==> src/rtl/perf_tcp_csr_pkg.sv <==
// Shared AXI-Lite widths, register map and queue entry type for the TCP listen CSR block.
package lynxTypes;
    localparam int AXIL_DATA_BITS = 64;
    localparam int AXIL_ADDR_BITS = 64;
endpackage

package perf_tcp_csr_pkg;
    localparam int AXIL_DATA_BITS = lynxTypes::AXIL_DATA_BITS;
    localparam int AXIL_ADDR_BITS = lynxTypes::AXIL_ADDR_BITS;
    localparam int ADDR_LSB       = $clog2(AXIL_DATA_BITS / 8);

    localparam logic [2:0] REG_CTRL     = 3'd0;
    localparam logic [2:0] REG_PORT     = 3'd1;
    localparam logic [2:0] REG_STATUS   = 3'd2;
    localparam logic [2:0] REG_RSP_POP  = 3'd3;
    localparam logic [2:0] REG_OK_CNT   = 3'd4;
    localparam logic [2:0] REG_FAIL_CNT = 3'd5;
    localparam logic [2:0] REG_REQ_CNT  = 3'd6;
    localparam logic [2:0] REG_RSVD     = 3'd7;

    typedef struct packed {
        logic [15:0] port;
        logic [7:0]  status;
    } rsp_entry_t;

    typedef enum logic {REQ_IDLE, REQ_SEND} req_state_t;
    typedef enum logic [1:0] {AXI_IDLE, AXI_ACK, AXI_RESP} axi_state_t;
endpackage

==> src/rtl/tcp_listen_rsp_fifo.sv <==
// Synchronous FIFO with combinational head; a pop frees a slot for a same-cycle push when full.
module tcp_listen_rsp_fifo #(
    parameter int DEPTH = 8,
    parameter int WIDTH = 24
) (
    input  logic                     aclk,
    input  logic                     aresetn,
    input  logic                     push,
    input  logic [WIDTH-1:0]         push_data,
    input  logic                     pop,
    output logic [WIDTH-1:0]         head,
    output logic                     full,
    output logic                     empty,
    output logic [$clog2(DEPTH):0]   count
);
    localparam int PTR_BITS = $clog2(DEPTH);
    localparam logic [PTR_BITS:0] FULL_CNT = DEPTH[PTR_BITS:0];

    logic [WIDTH-1:0]    mem [DEPTH];
    logic [PTR_BITS-1:0] wr_ptr;
    logic [PTR_BITS-1:0] rd_ptr;
    logic                push_ok;
    logic                pop_ok;

    assign pop_ok  = pop && !empty;
    assign push_ok = push && (!full || pop_ok);
    assign full    = (count == FULL_CNT);
    assign empty   = (count == '0);
    assign head    = mem[rd_ptr];

    always_ff @(posedge aclk) begin
        if (!aresetn) begin
            wr_ptr <= '0;
            rd_ptr <= '0;
            count  <= '0;
        end else begin
            if (push_ok) wr_ptr <= wr_ptr + PTR_BITS'(1);
            if (pop_ok)  rd_ptr <= rd_ptr + PTR_BITS'(1);
            case ({push_ok, pop_ok})
                2'b10:   count <= count + (PTR_BITS + 1)'(1);
                2'b01:   count <= count - (PTR_BITS + 1)'(1);
                default: count <= count;
            endcase
        end
    end

    always_ff @(posedge aclk) begin
        if (push_ok) mem[wr_ptr] <= push_data;
    end
endmodule

==> src/rtl/tcp_listen_csr_mq.sv <==
// AXI-Lite CSR front end that issues TCP listen requests and queues their responses for the host.
module tcp_listen_csr_mq
    import perf_tcp_csr_pkg::*;
#(
    parameter int RSP_DEPTH = 8,
    parameter int CNT_BITS  = 32
) (
    input  logic                        aclk,
    input  logic                        aresetn,
    input  logic [AXIL_ADDR_BITS-1:0]   axi_ctrl_awaddr,
    input  logic                        axi_ctrl_awvalid,
    output logic                        axi_ctrl_awready,
    input  logic [AXIL_DATA_BITS-1:0]   axi_ctrl_wdata,
    input  logic [AXIL_DATA_BITS/8-1:0] axi_ctrl_wstrb,
    input  logic                        axi_ctrl_wvalid,
    output logic                        axi_ctrl_wready,
    output logic [1:0]                  axi_ctrl_bresp,
    output logic                        axi_ctrl_bvalid,
    input  logic                        axi_ctrl_bready,
    input  logic [AXIL_ADDR_BITS-1:0]   axi_ctrl_araddr,
    input  logic                        axi_ctrl_arvalid,
    output logic                        axi_ctrl_arready,
    output logic [AXIL_DATA_BITS-1:0]   axi_ctrl_rdata,
    output logic [1:0]                  axi_ctrl_rresp,
    output logic                        axi_ctrl_rvalid,
    input  logic                        axi_ctrl_rready,
    output logic                        listen_req_valid,
    input  logic                        listen_req_ready,
    output logic [15:0]                 listen_req_port,
    input  logic                        listen_rsp_valid,
    output logic                        listen_rsp_ready,
    input  logic [7:0]                  listen_rsp_data
);
    localparam int OCC_BITS = $clog2(RSP_DEPTH) + 1;
    localparam logic [CNT_BITS-1:0] CNT_ONE = CNT_BITS'(1);

    axi_state_t wr_state, wr_next, rd_state, rd_next;
    req_state_t req_state, req_next;

    logic                      wr_fire, rd_fire, req_fire, rsp_fire;
    logic [2:0]                wr_idx, rd_idx;
    logic                      go, clr_cnt, clr_err;
    logic                      go_accept, go_reject;
    logic [15:0]               port_reg;
    logic                      err_go, err_drop;
    logic [CNT_BITS-1:0]       ok_cnt, fail_cnt, req_cnt;
    logic [AXIL_DATA_BITS-1:0] rd_word;
    logic                      inf_full, inf_empty;
    logic [15:0]               inf_head;
    logic [OCC_BITS-1:0]       inf_count;
    logic                      rsp_full, rsp_empty, rsp_pop;
    rsp_entry_t                rsp_head, rsp_push_entry;
    logic [OCC_BITS-1:0]       rsp_count;
    logic                      unused_bits;

    assign wr_idx    = axi_ctrl_awaddr[ADDR_LSB +: 3];
    assign rd_idx    = axi_ctrl_araddr[ADDR_LSB +: 3];
    assign wr_fire   = (wr_state == AXI_ACK);
    assign rd_fire   = (rd_state == AXI_ACK);
    assign go_accept = go && (req_state == REQ_IDLE) && !inf_full;
    assign go_reject = go && !go_accept;
    assign req_fire  = listen_req_valid && listen_req_ready;
    assign rsp_fire  = listen_rsp_valid && listen_rsp_ready;
    assign rsp_pop   = rd_fire && (rd_idx == REG_RSP_POP) && !rsp_empty;
    assign listen_rsp_ready = aresetn && !rsp_full && !inf_empty;
    assign rsp_push_entry   = '{port: inf_head, status: listen_rsp_data};
    assign unused_bits = ^{axi_ctrl_awaddr, axi_ctrl_araddr, axi_ctrl_wdata[AXIL_DATA_BITS-1:16],
                           axi_ctrl_wstrb[AXIL_DATA_BITS/8-1:2], inf_count};

    always_ff @(posedge aclk) begin
        if (!aresetn) begin
            wr_state  <= AXI_IDLE;
            rd_state  <= AXI_IDLE;
            req_state <= REQ_IDLE;
        end else begin
            wr_state  <= wr_next;
            rd_state  <= rd_next;
            req_state <= req_next;
        end
    end

    always_comb begin
        wr_next = wr_state;
        case (wr_state)
            AXI_IDLE: if (axi_ctrl_awvalid && axi_ctrl_wvalid) wr_next = AXI_ACK;
            AXI_ACK:  wr_next = AXI_RESP;
            AXI_RESP: if (axi_ctrl_bready) wr_next = AXI_IDLE;
            default:  wr_next = AXI_IDLE;
        endcase
        rd_next = rd_state;
        case (rd_state)
            AXI_IDLE: if (axi_ctrl_arvalid) rd_next = AXI_ACK;
            AXI_ACK:  rd_next = AXI_RESP;
            AXI_RESP: if (axi_ctrl_rready) rd_next = AXI_IDLE;
            default:  rd_next = AXI_IDLE;
        endcase
        req_next = req_state;
        case (req_state)
            REQ_IDLE: if (go_accept) req_next = REQ_SEND;
            REQ_SEND: if (listen_req_ready) req_next = REQ_IDLE;
            default:  req_next = REQ_IDLE;
        endcase
    end

    always_comb begin
        axi_ctrl_awready = (wr_state == AXI_ACK);
        axi_ctrl_wready  = (wr_state == AXI_ACK);
        axi_ctrl_bvalid  = (wr_state == AXI_RESP);
        axi_ctrl_bresp   = 2'b00;
        axi_ctrl_arready = (rd_state == AXI_ACK);
        axi_ctrl_rvalid  = (rd_state == AXI_RESP);
        axi_ctrl_rresp   = 2'b00;
        listen_req_valid = (req_state == REQ_SEND);
    end

    // CTRL bits are W1S pulses that live for exactly one cycle after the write handshake.
    always_ff @(posedge aclk) begin
        if (!aresetn) begin
            go       <= 1'b0;
            clr_cnt  <= 1'b0;
            clr_err  <= 1'b0;
            port_reg <= '0;
        end else begin
            go      <= wr_fire && (wr_idx == REG_CTRL) && axi_ctrl_wstrb[0] && axi_ctrl_wdata[0];
            clr_cnt <= wr_fire && (wr_idx == REG_CTRL) && axi_ctrl_wstrb[0] && axi_ctrl_wdata[1];
            clr_err <= wr_fire && (wr_idx == REG_CTRL) && axi_ctrl_wstrb[0] && axi_ctrl_wdata[2];
            if (wr_fire && (wr_idx == REG_PORT)) begin
                if (axi_ctrl_wstrb[0]) port_reg[7:0]  <= axi_ctrl_wdata[7:0];
                if (axi_ctrl_wstrb[1]) port_reg[15:8] <= axi_ctrl_wdata[15:8];
            end
        end
    end

    always_ff @(posedge aclk) begin
        if (!aresetn) begin
            listen_req_port <= '0;
            err_go          <= 1'b0;
            err_drop        <= 1'b0;
        end else begin
            if (go_accept) listen_req_port <= port_reg;
            if (go_reject) err_go <= 1'b1;
            else if (clr_err) err_go <= 1'b0;
            if (listen_rsp_valid && rsp_full) err_drop <= 1'b1;
            else if (clr_err) err_drop <= 1'b0;
        end
    end

    always_ff @(posedge aclk) begin
        if (!aresetn || clr_cnt) begin
            ok_cnt   <= '0;
            fail_cnt <= '0;
            req_cnt  <= '0;
        end else begin
            if (req_fire) req_cnt <= req_cnt + CNT_ONE;
            if (rsp_fire) begin
                if (listen_rsp_data[0]) ok_cnt <= ok_cnt + CNT_ONE;
                else fail_cnt <= fail_cnt + CNT_ONE;
            end
        end
    end

    always_comb begin
        rd_word = '0;
        case (rd_idx)
            REG_PORT:   rd_word[15:0] = port_reg;
            REG_STATUS: begin
                rd_word[0] = !rsp_empty;
                rd_word[1] = (req_state == REQ_SEND);
                rd_word[2] = err_go;
                rd_word[3] = err_drop;
                rd_word[8 +: OCC_BITS] = rsp_count;
            end
            REG_RSP_POP: if (!rsp_empty) begin
                rd_word[31:16] = rsp_head.port;
                rd_word[7:0]   = rsp_head.status;
            end
            REG_OK_CNT:   rd_word[CNT_BITS-1:0] = ok_cnt;
            REG_FAIL_CNT: rd_word[CNT_BITS-1:0] = fail_cnt;
            REG_REQ_CNT:  rd_word[CNT_BITS-1:0] = req_cnt;
            default:      rd_word = '0;
        endcase
    end

    always_ff @(posedge aclk) begin
        if (!aresetn) axi_ctrl_rdata <= '0;
        else if (rd_fire) axi_ctrl_rdata <= rd_word;
    end

    tcp_listen_rsp_fifo #(.DEPTH(RSP_DEPTH), .WIDTH(16)) u_inflight (
        .aclk      (aclk),
        .aresetn   (aresetn),
        .push      (req_fire),
        .push_data (listen_req_port),
        .pop       (rsp_fire),
        .head      (inf_head),
        .full      (inf_full),
        .empty     (inf_empty),
        .count     (inf_count)
    );

    tcp_listen_rsp_fifo #(.DEPTH(RSP_DEPTH), .WIDTH($bits(rsp_entry_t))) u_rsp_queue (
        .aclk      (aclk),
        .aresetn   (aresetn),
        .push      (rsp_fire),
        .push_data (rsp_push_entry),
        .pop       (rsp_pop),
        .head      (rsp_head),
        .full      (rsp_full),
        .empty     (rsp_empty),
        .count     (rsp_count)
    );
endmodule
==> config.mk <==
export PLATFORM = sky130hd
export DESIGN_NAME = tcp_listen_csr_mq
export DESIGN_NICKNAME = d
export VERILOG_FILES = /design/src/rtl/perf_tcp_csr_pkg.sv /design/src/rtl/tcp_listen_rsp_fifo.sv /design/src/rtl/tcp_listen_csr_mq.sv
export SDC_FILE = /design/constraint.sdc
export NUM_CORES = 1
export LEC_CHECK = 0
export ABC_AREA = 1
export CAP_MARGIN = 5
export CORE_MARGIN = 5
export CORE_UTILIZATION = 55
export CTS_CLUSTER_DIAMETER = 100
export DETAILED_ROUTE_END_ITERATION = 8
export GPL_ROUTABILITY_DRIVEN = 0
export PLACE_DENSITY_LB_ADDON = 0.3
export SETUP_SLACK_MARGIN = 0.2
export SYNTH_ARGS = -nofsm -noshare
export SYNTH_HDL_FRONTEND = slang
export SYNTH_HIERARCHICAL = 1
export SYNTH_SLANG_ARGS = --single-unit
==> constraint.sdc <==
create_clock -name aclk -period 3.75 [get_ports aclk]
set_clock_uncertainty 0.1 [all_clocks]
set_input_delay 0.375 -clock aclk [delete_from_list [all_inputs] [get_ports aclk]]
set_output_delay 0.375 -clock aclk [all_outputs]
set_load 0.005 [all_outputs]
Yosys cells after proc, flatten, opt, wreduce, memory -nomap -nowiden
Memory sizes are Yosys's and may differ from the RTL's. A register that Yosys moved wholly into a read port is not among the register bits.
Cells that the tools add are included.

word-level totals
  logic and storage cells = 131
  memories = 2
  RAM bits = 320
  output and inout port bits = 91
  flip-flop bits (word level) = 190

memory list
  name             depth  bits a word  read ports  clocked after memory_dff  wr ports  line                       RTL
  u_rsp_queue.mem  8      24           1           1                         1         tcp_listen_rsp_fifo.sv:19  logic [WIDTH-1:0] mem [DEPTH];
  u_inflight.mem   8      16           1           1                         1         tcp_listen_rsp_fifo.sv:19

cells by class
  mux-type cells = 29
  reduce and logical (&&, ||, !) cells = 45
  bitwise operators = 2
  equality and inequality tests = 21
  add/sub/neg operators = 11

operators by type and width
  cell                                               count
  adder 32 x 1 -> 32 bit (second input constant)     3
  case mux 16 bit (4 select lines)                   1
  case mux 4 bit (5 select lines)                    2
  case mux 4 bit (6 select lines)                    1
  logical AND 1 bit                                  21
  two-way mux 16 bit                                 1
  case mux 4 bit (2 select lines)                    2
  case mux 4 bit (4 select lines)                    1
  adder 3 x 1 -> 3 bit (second input constant)       4
  two-way mux 3 bit                                  4
  case mux 2 bit (3 select lines)                    2
  AND reduction 2 bit                                6
  == test 3 bit (second input constant)              3
  two-way mux 1 bit                                  9
  adder 4 x 1 -> 4 bit (second input constant)       2
  == test 2 x 1 -> 1 bit (second input constant)     4
  == test 2 bit (second input constant)              4
  == test 4 bit (second input constant)              2
  zero test 4 bit                                    2
  two-way mux 2 bit                                  4
  two-way mux 8 bit                                  1
  nonzero test 2 bit                                 4
  subtractor 4 x 1 -> 4 bit (second input constant)  2
  == test 3 x 1 -> 1 bit (second input constant)     2
  other kinds (9)                                    21

Depth between registers and ports, before layout
Gate-level depths: netlist of the first run.

  depth in word-level cells = 10
  gate-level depth with buffers = 16

Cells and area by module
The synthesis of the first run kept the hierarchy.

by module, submodules not included
  module                             cells each  area an instance (sq um)  seq. area each (sq um)  times used
  tcp_listen_csr_mq                  1385        9014.9                    3403.3                  1
  tcp_listen_rsp_fifo (u_rsp_queue)  587         8155.3                    6025.8                  1
  tcp_listen_rsp_fifo (u_inflight)   422         5694.2                    4103.9                  1

Least setup slack after synthesis of the first run
Ideal clock, no wire load.

  path type = flip-flop to flip-flop
  start = register rd_state[0]
  end = memory u_rsp_queue.mem[0][0] (enable)
  path slack = 0.654 ns
  library setup time = 0.405 ns
  data arrival time = 2.591 ns
  stages on the path, launching flop included = 12
  cells stage by stage = dfxtp_1 inv_1 nor2_1 inv_2 clkbuf_1 nor3_1 inv_1 nand4_1 nand2_1 inv_1 nand2_1 nor2_1

on the way
  longest elaborated chain between the ends = 8

RTL lines
  element                                  line                       RTL
  from (decl)                              tcp_listen_csr_mq.sv:37    axi_state_t wr_state, wr_next, rd_state, rd_next;
  from (signal assigned)                   tcp_listen_csr_mq.sv:77    rd_state <= rd_next;
  == test 2 x 1 -> 1 bit                   tcp_listen_csr_mq.sv:59    assign rd_fire = (rd_state == AXI_ACK);
  logical AND 1 bit (2 in series)          tcp_listen_csr_mq.sv:64    assign rsp_pop = rd_fire && (rd_idx == REG_RSP_POP) && !rsp_empty;
  named net rsp_pop                        tcp_listen_csr_mq.sv:51    logic rsp_full, rsp_empty, rsp_pop;
  logical AND 1 bit                        tcp_listen_rsp_fifo.sv:25  assign pop_ok = pop && !empty;
  logical OR 1 bit                         tcp_listen_rsp_fifo.sv:26  assign push_ok = push && (!full || pop_ok);
  logical AND 1 bit                        tcp_listen_rsp_fifo.sv:26
  two-way mux 1 bit                        tcp_listen_rsp_fifo.sv:48  if (push_ok) mem[wr_ptr] <= push_data;
  two-way mux 1 bit (not written as such)  tcp_listen_rsp_fifo.sv:48
  to (decl)                                tcp_listen_rsp_fifo.sv:19

The timed path passes the listed nets, and every way through them passes these cells.

Worst setup path in the final report of the first run
  start = register rd_state[0]
  end = memory u_rsp_queue.mem[2][15] (enable)

Same word-level chain as after synthesis.

==> qor.txt, run 1 <==
Total Power: 11.5 mW
Post-DP Area: 24000 um2
share of layout cells above drive strength 1: 7.85%
TritonCTS Buffers: 51
Final Hold Viols: 0
top cells by area, synth: edfxtp_1, dfxtp_1, nand2_1
Peak VDD IR: 0.325 mV
Routed WL: 57.1 mm
Regs by FF count: u_rsp_queue/mem (192), u_inflight/mem (128)
core area: 41000 um2
Crit. End Element: register
Post-CTS Setup Bufs: 0
Gate Count Post-Synth: 2394
fillers: 3301
Min-Delay Startpoint: aresetn
vias in the first global route: 16600
die width: 214 um
power density cells: 446 nW/um2
flops & latches, synth: 516
io pins: 308
Pre-antenna DRT Iters: 6
CTS tree: yes
syn_area_per_cell: 9.55 um2
total gr overflow: 0
global-route wire length before repair: 89.2 mm
Synth async-reset ratio: 0%
sequential area share after synthesis: 59.2%
worst path arrival time: 2.95 ns
top-area cell type share of the netlist area: 42.0%
H-tree depth: 2
Root Driver: clkbuf_16
Initial Utilization: 55.7%
fin area: 25800 um2
worst setup path startpoint: rd_state[0]
fmax: 356 MHz
Slew Viols, Final: 0
cell accounting for the most synthesized area: edfxtp_1
Via density: 5.63
DRC errors left: 0
initial antenna violation count: 2
Ys Warns: 6
ANT nets after route: 0
Tightest Pin Transition: 1.16 ns
Final nets: 2709
fin crit share: 74.9%
Mapped Area: 22900 um2
drt wl/cell: 18.7 um
Biggest register: u_rsp_queue/mem
Setup crit start kind: register
max FFs per register: 192
DP HPWL: 37.7 mm
Slew headroom: 22.8%
crit-path max FO: 28
Clock Tree Buf Depth: 3
status: finished, final reports clean
Max Cap Violations: 0
Critical Path RT: 3.89 ns
area delta synth->final: 12.7%
Setup TNS Final: 0 ns
Die Y: 214 um
Post-synth EDFFs: 320
Tmin final: 2.81 ns
hold crit path type: in -> reg
drt initial violations: 1608
Yosys cell types: 43
Site Rows: 74
Post-synth top flop: edfxtp_1
WS Path Type: reg -> reg
Worst-Skew Late Latency: 0.59 ns
Worst-path clk slew: 0.06 ns
Die ar.: 45700 um2
DR vias: 17200
Clock Sinks: 516
quantity of hold-fixing buffers added after cts: 0
RR Startpoint: rd_state[0]
largest net degree at the start of global routing: 76
final setup fails: 0
RSZ-0062 raised after global routing: no
LEAKAGE: 8.88 nW
post-CTS sizing: 0
Total GRT Usage: 24.8%
Port Buffers: 95
[cells by family (layout without fill, tap and decap cells)]
group / count (synthesis) / after routing / synth area share, %
and+or+nand+nor: 1002 / 1002 / 18.7
muxes: 80 / 80 / 3.50
adders and majority gates: 13 / 13 / 0.777
AOI/OAI and AO/OA: 427 / 427 / 9.97
DFF: 516 / 516 / 59.2
buffers and inverters: 344 / 437 / 7.40
xor gates and xnor gates: 11 / 11 / 0.421
other: 1 / 37 / 0.0164
[stage by stage]
stage | hold WS, ns | util, % | cells | setup slack [ns]
6_report | 0.0883 | 62.8 | 3055 | 0.941
3_5_place_dp | 0.322 | 58.6 | 2958 | 0.705
4_1_cts | 0.0552 | 62.8 | 3054 | 0.978
3_3_place_gp | 0.306 | 58.6 | 2958 | 0.790
2_1_floorplan | 0.298 | - | 2429 | 0.654
5_1_grt | 0.0840 | 62.8 | 3054 | 0.639
[final cells by class]
| class | count | area (um2) | share of cell area, % |
|---|---|---|---|
| inverters | 211 | 792 | 3.07 |
| clock buffers | 72 | 1460 | 5.66 |
| flip-flops and latches | 516 | 13500 | 52.5 |
| well taps | 532 | 666 | 2.58 |
| repair buffers | 130 | 1220 | 4.74 |
| multi-input cells | 1569 | 7800 | 30.3 |
| clock inverters | 24 | 292 | 1.13 |
| diodes | 1 | 2.50 | 0.00971 |
[final timing paths]
path | slack (ns) | depth (start not counted) | end
worst max-delay path | 0.94 | 11 | u_rsp_queue/mem[2][15]
worst min-delay path | 0.09 | 3 | axi_ctrl_rdata[0]
worst max register to register | 0.94 | 11 | u_rsp_queue/mem[2][15]
worst min register to register | 0.33 | 1 | wr_state[0]
[synthesized netlist by cell type, types with 2 or more instances]
cell type and n:
nand2_1 483, edfxtp_1 320, nor2_1 291, inv_1 203, dfxtp_1 196, o21ai_0 160
a21oi_1 137, nand3_1 100, o22ai_1 100, mux2i_1 80, buf_4 50, nor3_1 39
buf_2 29, clkbuf_1 28, nor2_2 24, o21ai_1 24, nand4_1 23, ha_1 11
buf_6 10, nand2_2 10, nor2_4 10, xor2_1 10, nand3_2 9, inv_2 8
buf_1 7, buf_12 4, buf_8 3, nand2_4 3, nand3b_1 3, nor3b_1 3
a21oi_2 2, clkbuf_2 2, fa_1 2
[where the power goes]
group,internal (mW),total (mW),switching (mW)
Combinational,0.0790,0.216,0.136
Clock,3.14,5.28,2.15
Sequential,5.98,5.99,0.00848
Total,9.19,11.5,2.29
[worst max-delay path, cell delays in order, from the launching register on]
cell	delay (ns)
dfxtp_1	0.36
inv_1	0.06
nor2_2	0.11
inv_2	0.25
nor3_1	0.42
inv_1	0.09
nand4_1	0.11
nand2_1	0.15
inv_1	0.12
nand2_1	0.17
nor2_2	0.13
buf_4	0.37
[metal layers]
layer / track usage, % / part of all wire, % / up-vias
li1: - / - / 8233
met1: 33.8 / 41 / 8212
met2: 40.6 / 48 / 652
met3: 4.54 / 7.9 / 111
met4: 8.14 / 3.3 / 0
met5: 0 / 0 / -
[placed cells by master, fill, tap and decap left out, types with 2 or more instances in the layout]
cell	count
o21ai_0	160
nor2_2	32
buf_4	34
o22ai_1	100
edfxtp_1	320
bufinv_16	6
nor3_1	39
nor2_4	11
a21oi_1	137
o21ai_1	24
nand3_1	100
nand2_4	3
inv_1	203
clkbuf_8	6
clkbuf_1	13
a21oi_2	2
nand4_1	23
clkbuf_16	53
mux2i_1	80
nor2_1	282
nand2_1	483
nand3_2	9
conb_1	36
clkdlybuf4s50_1	94
clkinv_1	3
dfxtp_2	3
ha_1	11
xor2_1	10
fa_1	2
dfxtp_1	192
clkinv_2	11
inv_2	8
nor3b_1	3
nand2_2	10
nand3b_1	3
No activity file was read; power rests on OpenSTA's default activity.
==> run 2: changes to the inputs <==
--- a/config.mk
+++ b/config.mk
@@ -8,7 +8,7 @@
 export ABC_AREA = 1
 export CAP_MARGIN = 5
 export CORE_MARGIN = 5
-export CORE_UTILIZATION = 55
+export CORE_UTILIZATION = 50
 export CTS_CLUSTER_DIAMETER = 100
 export DETAILED_ROUTE_END_ITERATION = 8
 export GPL_ROUTABILITY_DRIVEN = 0
==> constraint.sdc (replaced) <==
create_clock -name aclk -period 2.5 [get_ports aclk]
set_clock_uncertainty 0.1 [all_clocks]
set_input_delay 0.25 -clock aclk [delete_from_list [all_inputs] [get_ports aclk]]
set_output_delay 0.25 -clock aclk [all_outputs]
set_load 0.005 [all_outputs]
==> qor.txt, run 2 (synthesized netlist as in run 1, its figures left out) <==
status: finished, final reports clean
CTS tree: yes
fillers: 3801 (+15%)
fin cells: 3184 (+4.2%)
Initial Utilization: 50.5% (-5.3 points)
initial antenna violation count: 0 (-2)
Clock Tree Buf Depth: 3 (unchanged)
RR Startpoint: u_inflight/count[2]
RSZ-0062 raised after global routing: yes
drt initial violations: 1601 (-0.44%)
die width: 224 um (+4.7%)
fin crit share: 88.9% (+14 points)
Min-Delay Startpoint: aresetn
Pre-antenna DRT Iters: 5 (-1)
M3 GR Usage: 3.96% (-0.58 points)
LEAKAGE: 9.33 nW (+5.1%)
met1 GRT Util: 30.8% (-3.0 points)
Final nets: 2771 (+2.3%)
Site Rows: 78 (+5.4%)
Crit. End Element: register
Total GRT Usage: 23.2% (-1.6 points)
Root Driver: clkbuf_16
DP HPWL: 40.5 mm (+7.3%)
power density cells: 646 nW/um2 (+45%)
GR peak layer: met2
placed cells: 3072 (+3.9%)
Tightest Pin Transition: 0.944 ns (-0.215 ns)
Max Cap Violations: 0 (unchanged)
io pins: 308 (unchanged)
largest net degree at the start of global routing: 80 (+5.3%)
global-route wire length before repair: 92.6 mm (+3.9%)
met2 layer usage reported by global route: 38.7% (-1.9 points)
Biggest register: u_rsp_queue/mem
max FFs per register: 192 (unchanged)
ANT nets after route: 0 (unchanged)
Clock Sinks: 516 (unchanged)
H-tree depth: 2 (unchanged)
Slew headroom: 37.0% (+14 points)
Worst R2R Path Depth: 16 (+5)
end point of the critical path: u_inflight/count[3]
Die Y: 224 um (+4.7%)
commonest non-fill, non-tap cell in the layout: nand2_1
Setup crit start kind: register
final setup fails: 0 (unchanged)
hold crit path type: in -> reg
most frequent cells in the layout: nand2_1, edfxtp_1, nor2_1
Total Power: 17.4 mW (+51%)
Via density: 5.51 (-2.2%)
Worst-path clk slew: 0.06 ns (about the same)
Peak VDD IR: 0.473 mV (+46%)
drt wl/cell: 18.8 um (+0.75%)
share of layout cells above drive strength 1: 11.4% (+3.6 points)
TritonCTS Buffers: 52 (+2.0%)
WS Path Type: reg -> reg
post-route core utilization: 59.5% (-3.4 points)
area delta synth->final: 17.7%
Tmin final: 2.22 ns (-0.588 ns)
Critical Path RT: 2.89 ns (-1.00 ns)
worst setup path startpoint: u_inflight/count[2]
crit-path max FO: 5 (-82%)
# diodes: 0 (-1)
worst path arrival time: 2.61 ns (-0.34 ns)
final hold slack: 0.0622 ns (-0.0261 ns)
fmax: 450 MHz (+26%)
total gr overflow: 0 (unchanged)
vias in the first global route: 16900 (+1.7%)
Die ar.: 50100 um2 (+9.5%)
Final Hold Viols: 0 (unchanged)
Regs by FF count: u_rsp_queue/mem (192), u_inflight/mem (128)
DR vias: 17500 (+2.0%)
reg2reg setup slack: 0.28 ns (-0.66 ns)
Routed WL: 60.0 mm (+5.0%)
DRC errors left: 0 (unchanged)
Worst-Skew Late Latency: 0.60 ns (about the same)
Reg-to-Reg End: u_inflight/count[3]
core area: 45300 um2 (+10%)
Port Buffers: 95 (unchanged)
Slew Viols, Final: 0 (unchanged)
Setup TNS Final: 0 ns (unchanged)
[run 2: cell count changes in the layout (fill, tap and decap cells not counted), moves of 8 or more]
cell     before  now
buf_4        34   63
nor2_4       11   23
nor2_1      282  274
dfxtp_1     192  183
buf_12        1   28
[run 2: how the worst min path moves through the flow]
| stage | endpoint | slack (ns) | cells past startpoint |
|---|---|---|---|
| after global placement | wr_state[0] | 0.30 | 1 |
| after global routing | u_rsp_queue/count[1] | 0.08 | 4 |
| final | u_rsp_queue/count[3] | 0.06 | 4 |
| after floorplan | u_rsp_queue/mem[0][0] | 0.25 | 0 |
| after detailed placement | wr_state[0] | 0.32 | 1 |
| after CTS | u_rsp_queue/count[1] | 0.04 | 4 |
[run 2: timing repair]
item                                    in CTS  in global routing
hold endpoints to repair                     0                  0
gates resized for setup                     19                 19
gates cloned                                 2                  1
pin swaps                                    5                  8
hold buffers                                 0                  0
endpoints found under the setup margin     322                247
setup buffers                                7                  5
[run 2: worst max-delay path, stage by stage (launching register included)]
cell     delay, ns
dfxtp_4       0.37
nor2_1        0.05
nand2_2       0.11
inv_1         0.06
inv_2         0.08
nand3_4       0.09
nor2_4        0.17
buf_4         0.15
nand3_2       0.08
inv_1         0.12
ha_4          0.23
a21oi_2       0.15
nand3_1       0.10
nand2_2       0.09
nand3_1       0.06
nand2_1       0.06
nor2_1        0.04
[run 2: power breakdown]
| part | internal [mW] | total, mW | switching [mW] |
|---|---|---|---|
| Clock | 4.74 | 8.02 | 3.28 |
| Sequential | 8.96 | 8.97 | 0.0113 |
| Combinational | 0.154 | 0.381 | 0.227 |
| Total | 13.9 | 17.4 | 3.52 |
[run 2: layer usage]
layer | vias to the layer above | wire length, um
met3 | 132 | 3720
met1 | 8422 | 25300
met2 | 622 | 28700
met5 | - | 0
met4 | 0 | 2290
li1 | 8368 | -
[run 2: through the flow]
step | setup WS [ns] | area, um2
CTS | 0.202 | 26800
floorplan | 0.0902 | 23100
global route | 0.148 | 26900
finish | 0.278 | 26900
global placement | -0.0262 | 24800
detailed placement | -0.00475 | 24800
[run 2: final cells by class]
class                      count  area (um2)  share of cell area [%]
sequential                   516       13600                    50.4
multi-input combinational   1569        7960                    29.6
timing repair buffer         191        2090                    7.78
clock buffer                  61        1370                    5.08
inverter                     211         795                    2.95
tap                          600         751                    2.79
clock inverter                36         394                    1.46
==> run 3: changes to the inputs <==
--- a/config.mk
+++ b/config.mk
@@ -7,7 +7,6 @@
 export LEC_CHECK = 0
 export ABC_AREA = 1
 export CAP_MARGIN = 5
-export CORE_MARGIN = 5
 export CORE_UTILIZATION = 50
 export CTS_CLUSTER_DIAMETER = 100
 export DETAILED_ROUTE_END_ITERATION = 8
==> qor.txt, run 3 (synthesized netlist as in run 1, its figures left out) <==
LEAKAGE: 9.18 nW (-1.7%)
Peak VDD IR: 0.479 mV (+1.1%)
Final nets: 2763 (-0.29%)
Tightest Pin Transition: 0.941 ns (-0.00222 ns)
Tmin final: 2.31 ns (+0.0874 ns)
RSZ-0062 raised after global routing: yes
Critical Path RT: 2.85 ns (-0.04 ns)
ANT nets after route: 0 (unchanged)
worst path arrival time: 2.66 ns (+0.05 ns)
drt initial violations: 1592 (-0.56%)
Die Y: 216 um (-3.6%)
Slew Viols, Final: 0 (unchanged)
Reg area: 13600 um2 (about the same)
status: finished, final reports clean
commonest non-fill, non-tap cell in the layout: nand2_1
CTS tree: yes
fin cells: 3165 (-0.60%)
Total Power: 16.8 mW (-3.3%)
final setup fails: 0 (unchanged)
vias in the first global route: 16800 (-0.57%)
final hold slack: 0.0879 ns (+0.0256 ns)
drt wl/cell: 18.3 um (-3.1%)
placed cells: 3058 (-0.46%)
# diodes: 0 (unchanged)
io pins: 308 (unchanged)
Die ar.: 46600 um2 (-7.0%)
Crit. End Element: register
global-route wire length before repair: 90.3 mm (-2.5%)
TritonCTS Buffers: 51 (-1.9%)
DR vias: 17400 (-0.81%)
power density cells: 631 nW/um2 (-2.3%)
fmax: 433 MHz (-3.8%)
initial antenna violation count: 1 (+1)
crit-path max FO: 20 (+15)
fin crit share: 92.4% (+3.5 points)
DP HPWL: 38.7 mm (-4.3%)
Slew headroom: 37.2% (+0.15 points)
die width: 216 um (-3.6%)
largest net degree at the start of global routing: 64 (-20%)
pre-CTS WS: -0.0411 ns (-0.0363 ns)
Total GRT Usage: 24.7% (+1.5 points)
Clock Sinks: 516 (unchanged)
share of layout cells above drive strength 1: 10.9% (-0.53 points)
Max Cap Violations: 0 (unchanged)
Site Rows: 77 (-1.3%)
most frequent cells in the layout: nand2_1, edfxtp_1, nor2_1
Setup crit start kind: register
H-tree depth: 2 (unchanged)
WS Path Type: reg -> reg
fillers: 3752 (-1.3%)
quantity of hold-fixing buffers added after cts: 0 (unchanged)
Root Driver: clkbuf_16
area delta synth->final: 16.6%
total gr overflow: 0 (unchanged)
fin worst setup slack: 0.191 ns (-0.0874 ns)
Setup TNS Final: 0 ns (unchanged)
core area: 44700 um2 (-1.3%)
Final Hold Viols: 0 (unchanged)
Worst-path clk slew: 0.06 ns (about the same)
Regs by FF count: u_rsp_queue/mem (192), u_inflight/mem (128)
Initial Utilization: 51.1% (+0.66 points)
Clock Tree Buf Depth: 3 (unchanged)
Port Buffers: 95 (unchanged)
Biggest register: u_rsp_queue/mem
Via density: 5.50 (-0.21%)
Routed WL: 57.8 mm (-3.6%)
DRC errors left: 0 (unchanged)
hold crit path type: in -> reg
Worst-Skew Late Latency: 0.60 ns (about the same)
area of the multi-input gates: 7970 um2 (+0.13%)
max FFs per register: 192 (unchanged)
Pre-antenna DRT Iters: 5 (unchanged)
## run 3: final timing paths
path | cells after the start | startpoint | slack [ns] | end
worst min register to register | 1 | wr_state[1] | 0.33 | wr_state[0]
worst max register to register | 9 | register | 0.19 | axi_ctrl_rdata[31]
worst min-delay path | 3 | axi_ctrl_arvalid | 0.09 | rd_state[0]
worst max-delay path | 9 | register | 0.19 | axi_ctrl_rdata[31]
## run 3: cell type report
cell class              count  share of cell area, %
clock buffers              73                   5.21
clock inverters            20                  0.840
inverters                 211                   2.98
multi-input cells        1569                   29.9
flip-flops and latches    516                   50.9
well taps                 592                   2.78
repair buffers            184                   7.40
## run 3: through the flow
stage | cell area (um2) | util (%)
floorplan | 23100 | -
global route | 26700 | 59.6
CTS | 26500 | 59.3
detailed placement | 24800 | 55.4
finish | 26700 | 59.6
global placement | 24800 | 55.4
## run 3: critical path: stages, from the launching register on
cell and delay, ns:
dfxtp_4 0.44, buf_12 0.20, mux2i_1 0.26, o22ai_1 0.10, nand2_1 0.09, nand2_1 0.07, nand2_1 0.08, o21ai_0 0.15
o21ai_0 0.54, a21oi_1 0.13
## run 3: metal layers
| layer | wire [um] | share of wire (%) | global-route usage, % |
|---|---|---|---|
| met1 | 24800 | 43 | 33.1 |
| met2 | 27100 | 47 | 40.1 |
| met3 | 3650 | 6.3 | 3.26 |
| met4 | 2330 | 4.0 | 10.9 |
| met5 | 0 | 0 | 0 |
## run 3: report_power, final
part	internal (mW)	switching (mW)
registers	8.96	0.0117
logic	0.142	0.214
clock network	4.29	3.18
total	13.4	3.41
## run 3: what timing repair did
action                                  in CTS  in global routing
gates resized for setup                     18                 25
buffers inserted                             4                  8
endpoints found under the setup margin     290                334
hold endpoints to repair                     0                  0
pin swaps                                    4                  9
gates cloned                                 1                  1
